$ cat config.mk
export PLATFORM = sky130hd
export DESIGN_NAME = regfile_wb_arbiter
export DESIGN_NICKNAME = d
export VERILOG_FILES = /design/src/rtl/regfile_wb_arbiter.sv
export SDC_FILE = /design/constraint.sdc
export NUM_CORES = 1
export LEC_CHECK = 0
export ABC_AREA = 1
export BUFFER_PORTS_ARGS = -buffer_cell sky130_fd_sc_hd__buf_2
export CAP_MARGIN = 10
export CORE_MARGIN = 5
export CORE_UTILIZATION = 35
export CTS_CLUSTER_SIZE = 16
export DETAILED_ROUTE_END_ITERATION = 10
export GPL_TIMING_DRIVEN = 0
export PLACE_DENSITY = 0.73
export SLEW_MARGIN = 30
export SYNTH_ARGS = -nofsm -noshare
export SYNTH_HDL_FRONTEND = slang
export SYNTH_SLANG_ARGS = --single-unit
export TNS_END_PERCENT = 1
$ cat constraint.sdc
create_clock -name clk -period 3.59 [get_ports clk]
set_clock_uncertainty 0.2 [all_clocks]
set_input_delay 0.1795 -clock clk [delete_from_list [all_inputs] [get_ports clk]]
set_output_delay 0.1795 -clock clk [all_outputs]
set_load 0.02 [all_outputs]
$ cat src/rtl/regfile_wb_arbiter.sv
// regfile_wb_arbiter
// Shares the register file's single write port between the ALU result path
// (requester A) and the load return path (requester B). One write is accepted
// per cycle; contention is resolved round-robin and the winning write is
// registered onto rw/writereg/data one cycle after acceptance.
//
// Build option: define WB_ARB_FIXED_PRIO_EN to give A strict priority over B.
// A then wins every tie and no grant history is stored. The default build,
// with the macro undefined, is round-robin.
module regfile_wb_arbiter #(
    parameter int N  = 32,
    parameter int AW = 5
) (
    input  logic          clk,
    input  logic          rst,
    input  logic          a_valid,
    input  logic [AW-1:0] a_addr,
    input  logic [N-1:0]  a_data,
    output logic          a_ready,
    input  logic          b_valid,
    input  logic [AW-1:0] b_addr,
    input  logic [N-1:0]  b_data,
    output logic          b_ready,
    input  logic          stall,
    output logic          rw,
    output logic [AW-1:0] writereg,
    output logic [N-1:0]  data,
    output logic [15:0]   conflict_cnt
);

    logic          grant_a;
    logic          grant_b;
    logic          xfer_a;
    logic          xfer_b;
    logic          both_valid;

    logic          rw_reg;
    logic [AW-1:0] writereg_reg;
    logic [N-1:0]  data_reg;
    logic [15:0]   conflict_cnt_reg;

    assign both_valid = a_valid & b_valid;

`ifdef WB_ARB_FIXED_PRIO_EN
    // Strict priority: A wins whenever it has a write, so B may wait indefinitely.
    always_comb begin
        grant_a = a_valid;
        grant_b = b_valid & ~a_valid;
    end
`else
    // A 1 in this bit means B took the most recent transfer.
    // Reset leaves it pointing at B, so A wins the first tie.
    logic last_grant_b_reg;

    // Round-robin: on a tie, grant the side that did not win last time.
    always_comb begin
        grant_a = 1'b0;
        grant_b = 1'b0;
        if (both_valid) begin
            grant_a = last_grant_b_reg;
            grant_b = ~last_grant_b_reg;
        end else begin
            grant_a = a_valid;
            grant_b = b_valid;
        end
    end

    // Remember which side last transferred. Stall and idle cycles leave it unchanged.
    always_ff @(posedge clk) begin
        if (rst) begin
            last_grant_b_reg <= 1'b1;
        end else if (xfer_a) begin
            last_grant_b_reg <= 1'b0;
        end else if (xfer_b) begin
            last_grant_b_reg <= 1'b1;
        end
    end
`endif

    // Ready is held low during reset, so nothing is accepted in a reset cycle.
    assign a_ready = grant_a & ~stall & ~rst;
    assign b_ready = grant_b & ~stall & ~rst;
    assign xfer_a  = a_valid & a_ready;
    assign xfer_b  = b_valid & b_ready;

    // Register the accepted write. Register x0 is hardwired to zero, so its
    // writes update writereg/data but never raise rw.
    always_ff @(posedge clk) begin
        if (rst) begin
            rw_reg       <= 1'b0;
            writereg_reg <= '0;
            data_reg     <= '0;
        end else if (xfer_a) begin
            rw_reg       <= (a_addr != '0);
            writereg_reg <= a_addr;
            data_reg     <= a_data;
        end else if (xfer_b) begin
            rw_reg       <= (b_addr != '0);
            writereg_reg <= b_addr;
            data_reg     <= b_data;
        end else begin
            rw_reg       <= 1'b0;
        end
    end

    // Count cycles in which both sides want the port and it is writable.
    // The count saturates instead of wrapping.
    always_ff @(posedge clk) begin
        if (rst) begin
            conflict_cnt_reg <= '0;
        end else if (both_valid && !stall && conflict_cnt_reg != 16'hFFFF) begin
            conflict_cnt_reg <= conflict_cnt_reg + 16'd1;
        end
    end

    assign rw           = rw_reg;
    assign writereg     = writereg_reg;
    assign data         = data_reg;
    assign conflict_cnt = conflict_cnt_reg;

endmodule
# After elaboration in Yosys (flattened, before gate mapping)
# Cells that the tools add are included.
# classes
add_sub_neg,1
n_mux,10
n_eq_ne,1
n_reduce_logical,6
bitwise_logic,10
# op_table
cell,count
$mux W32,2
$add A16 B1 Y16 const B,1
$ne A16 B16 Y1 const B,1
$mux W5,2
$reduce_bool A5 Y1,2
$and A1 B1 Y1,7
$mux W1,6
$not A1 Y1,3
$logic_and A1 B1 Y1,2
$reduce_bool A2 Y1,1
$logic_not A1 Y1,1
# totals
inputBits,79
reg_bits,55

# Depth between registers and ports, before layout
# depth
ltp_word,7
mapped_depth,10
mapped_depth_nobuf,10

# Worst setup path after synthesis
# OpenSTA, ideal clock, no wires.
# synth_timing
path_type,register to register
startpoint,register conflict_cnt_reg[0] (netlist: conflict_cnt[0])
endpoint,register conflict_cnt_reg[3] (netlist: conflict_cnt[3])
stages_incl_launch_ff,9
t_required_ns,3.320
setup_slack_ns,1.784
arrival_ns,1.535
setup_ns,0.070
cell_sequence,dfxtp_1 > ha_1 > inv_1 > nor2_1 > nand3_1 > a21boi_2 > buf_4 > nand2_1 > a21oi_1
# synth_via
elab_chain_len,2
elab_cells_between_ends,3
# synth_lines
element,line_no,text
from (decl),40,logic [15:0] conflict_cnt_reg;
from (signal assigned),112,conflict_cnt_reg <= conflict_cnt_reg + 16'd1;
branches (longest 2 deep; another with $add A16 B1 Y16),n/a,
# Parallel ways; which one is timed is not known.
# A chain may end at the register's enable or synchronous reset.

# Worst setup path after layout
# layout_timing
startpoint,input b_addr[4]
endpoint,register rw_reg (netlist: rw)
# layout_via
elab_chain_len,3
# layout_lines
element,line_no,text
from (decl),21,"input logic [AW-1:0] b_addr,"
$reduce_bool A5 Y1,98,rw_reg <= (b_addr != '0);
$mux W1,97,end else if (xfer_b) begin
$mux W1,93,end else if (xfer_a) begin
to (signal assigned),94,rw_reg <= (a_addr != '0);
to (signal assigned),98,
to (decl),37,logic rw_reg;
# No other way between the ends.

==> summary.md <==
| Metric | Value |
|---|---|
| Status | `completed` |
| Placement Setup Slack | `~1.7 ns` |
| Final Hold Fails | `0` |
| Cell Pwr Density | `around 300 nW/um^2` |
| Tmin final | `about 2.4 ns` |
| Max cap viols | `0` |
| Total CTS buffers | `5` |
| Fillcell total | `between 800 and 900` |
| Slew headroom | `between 50 and 60%` |
| Post-synth EDFFs | `0` |
| Starting Density | `36.1%` |
| Clk slew on worst S/H paths | `around 0.10 ns` |
| Final ANT Viol Nets | `0` |
| # DRC | `0` |
| Synthesized Nets | `567` |
| DRT Pass-1 Iters | `4` |
| Post-Route Setup TNS | `0 ns` |
| Cell area after synthesis | `roughly 3100 sq um` |
| Clock latency on the worst-skew pair | `about 0.30 ns` |
| Async S/R FF share, synth | `0%` |
| Post-DP HPWL | `7300 microns` |
| Via count | `3747` |
| Final non-filler cell total | `~800` |
| Layout net count | `between 700 and 800` |
| Area delta synth->final | `49.1%` |
| Tcrit/Tclk final | `between 60 and 70%` |
| Synth unique cells | `30` |
| Area of placed instances | `roughly 4000 sq um` |
| Clock root cell | `clkbuf_8` |
| Worst endpoint required time | `between 3 and 4 ns` |
| Core area | `8720 sq um` |
| Synthesized flop and latch total | `55` |
| Die W | `approximately 100 microns` |
| Vias in the first global route | `approximately 3800` |
| TritonCTS clock tree | `built` |
| Routability Congestion | `between 0.8 and 0.9` |
| Static leakage | `roughly 2.5 nW` |
| First-pass GRT wire length | `about 17000 microns` |
| Placed Cells incl. Taps | `approximately 730` |
| Post-Syn Instances | `487` |
| Critical Path AT | `2.39 ns` |
| Post-layout util | `53.7%` |
| Grt met2 use | `roughly 33%` |
| Post-synth top flop | `dfxtp_1` |
| Slew of the pin with the lowest slew margin | `just under 0.7 ns` |
| GR peak layer | `met2` |
| Synth area leaders | `dfxtp_1 (35%), nand2_1 (20%), inv_1 (11%)` |
| Max clock buf depth | `2` |
| Global Route met1 Usage | `a little over a fifth` |
| Critical path class | `in -> reg` |
| RSZ-0062 raised after global routing | `no` |
| CP endpoint kind | `register` |
| # IOs | `around 140` |
| IO Port Bufs | `~130` |
| Clk sinks | `55` |
| Share of layout cells above drive strength 1 | `between 20% and 30%` |
| Grt ovf | `0` |
| Seq/Total Area, Yosys | `35.0%` |
| Design Area, Final | `4690 sq um` |
| Max Clk Rate | `between 400 and 500 MHz` |
| Hold crit path type | `in -> reg` |
| M3 GR Usage | `5.67%` |
| Mean post-synth cell area | `about 6.5 sq um` |
| Max Transition Viols Final | `0` |
| Final setup viols | `0` |
| DR iter-0 viols | `147` |
| DR vias/cell | `between 4 and 5` |
| Max reg flops | `32` |
| Drt total wl | `roughly 10000 microns` |
| Cell row count | `34` |
| Clock H-tree levels | `2` |
| Pin count of the biggest net entering global routing | `16` |
| Startpoint types | `primary input` |
| Number of diodes | `0` |
| Critical path fanouts, max | `2` |
| Synth top area share | `35.0%` |
| Die area | `~11000 sq um` |
| Final setup slack of the worst path | `between 1 and 1.5 ns` |
| Antenna violations before repair | `0` |
| Power Total | `1.38 mW` |
| Synth area leader | `dfxtp_1` |
| Die height | `105 microns` |
| Count leader, synth | `nand2_1` |
| Number of synthesis warnings | `0` |
| Commonest cells post-synth | `nand2_1 (167), inv_1 (90), dfxtp_1 (55), o21ai_1 (34), a21oi_2 (29)` |
| Min Hold Slack | `just under 0.009 ns` |
| GR Util All Layers | `18.7%` |
| Wirelength per Cell | `13.0 microns` |
| Worst VDD drop | `between 0.0002 and 0.00025 V` |
==> placed cells by master (no fill, tap or decap), types with 2 or more instances in the layout <==
cell	Yosys	layout
nand3_1	7	7
clkbuf_8	0	5
nor2_1	26	26
buf_6	6	6
buf_1	3	3
nand2_2	2	2
a21oi_2	29	29
buf_2	5	138
nand2_1	167	167
clkbuf_1	7	9
o21ai_1	34	34
o21ai_0	11	11
dlygate4sd3_1	0	66
xor2_1	2	2
xnor2_1	5	5
nor2_2	2	2
nand4_1	4	4
dfxtp_1	55	55
a21oi_1	19	19
buf_4	2	2
inv_1	90	90
==> critical path, cell delays in order <==
cell	delay [ns]
dlygate4sd3_1	0.53
buf_2	0.13
o41ai_1	0.33
dlygate4sd3_1	0.60
o21ai_0	0.07
dlygate4sd3_1	0.56
==> kinds of logic after synthesis <==
group                      share of synthesized area, %
adders and majority gates                         0.398
AOI/OAI and AO/OA                                  19.7
xor gates and xnor gates                           1.95
buffers and inverters                              15.5
DFF                                                35.0
and+or+nand+nor                                    27.5
==> layout make-up <==
class | instances | area, sq um | area share (%)
multi-input cells | 318 | 1560 | 33.2
well taps | 108 | 135 | 2.88
inverters | 91 | 342 | 7.29
plain buffers | 23 | 145 | 3.10
clock buffers | 7 | 76.3 | 1.63
clock inverters | 1 | 5.00 | 0.107
flip-flops and latches | 55 | 1100 | 23.5
repair buffers | 199 | 1330 | 28.3
==> power by group <==
| part | switching [mW] | leakage [nW] | internal, mW |
|---|---|---|---|
| combinational | 0.208 | 1.98 | 0.177 |
| sequential | 0.0196 | 0.450 | 0.645 |
| clock | 0.194 | 0.0422 | 0.138 |
==> path summary, 6_finish.rpt <==
path	start	endpoint	slack, ns	cells past startpoint
hold reg to reg	conflict_cnt[7]	conflict_cnt[7]	0.33	2
setup / recovery	b_addr[4]	rw	1.19	6
setup reg to reg	last_grant_b_reg	data[19]	1.36	10
hold / removal	b_addr[2]	writereg[2]	0.009	5
==> layer usage <==
| metal | part of all wire [%] | wire (microns) |
|---|---|---|
| met1 | 40 | 4170 |
| met2 | 49 | 5070 |
| met4 | 2.2 | 225 |
| met3 | 9.1 | 945 |
| met5 | 0 | 0 |
==> repair_timing <==
| action | in CTS | in global routing |
|---|---|---|
| endpoints found under the hold margin | 35 | 0 |
| hold buffers | 66 | 0 |
| gates resized for setup | 0 | 0 |
| setup buffers | 0 | 0 |
(Power assumes the default switching activity.)
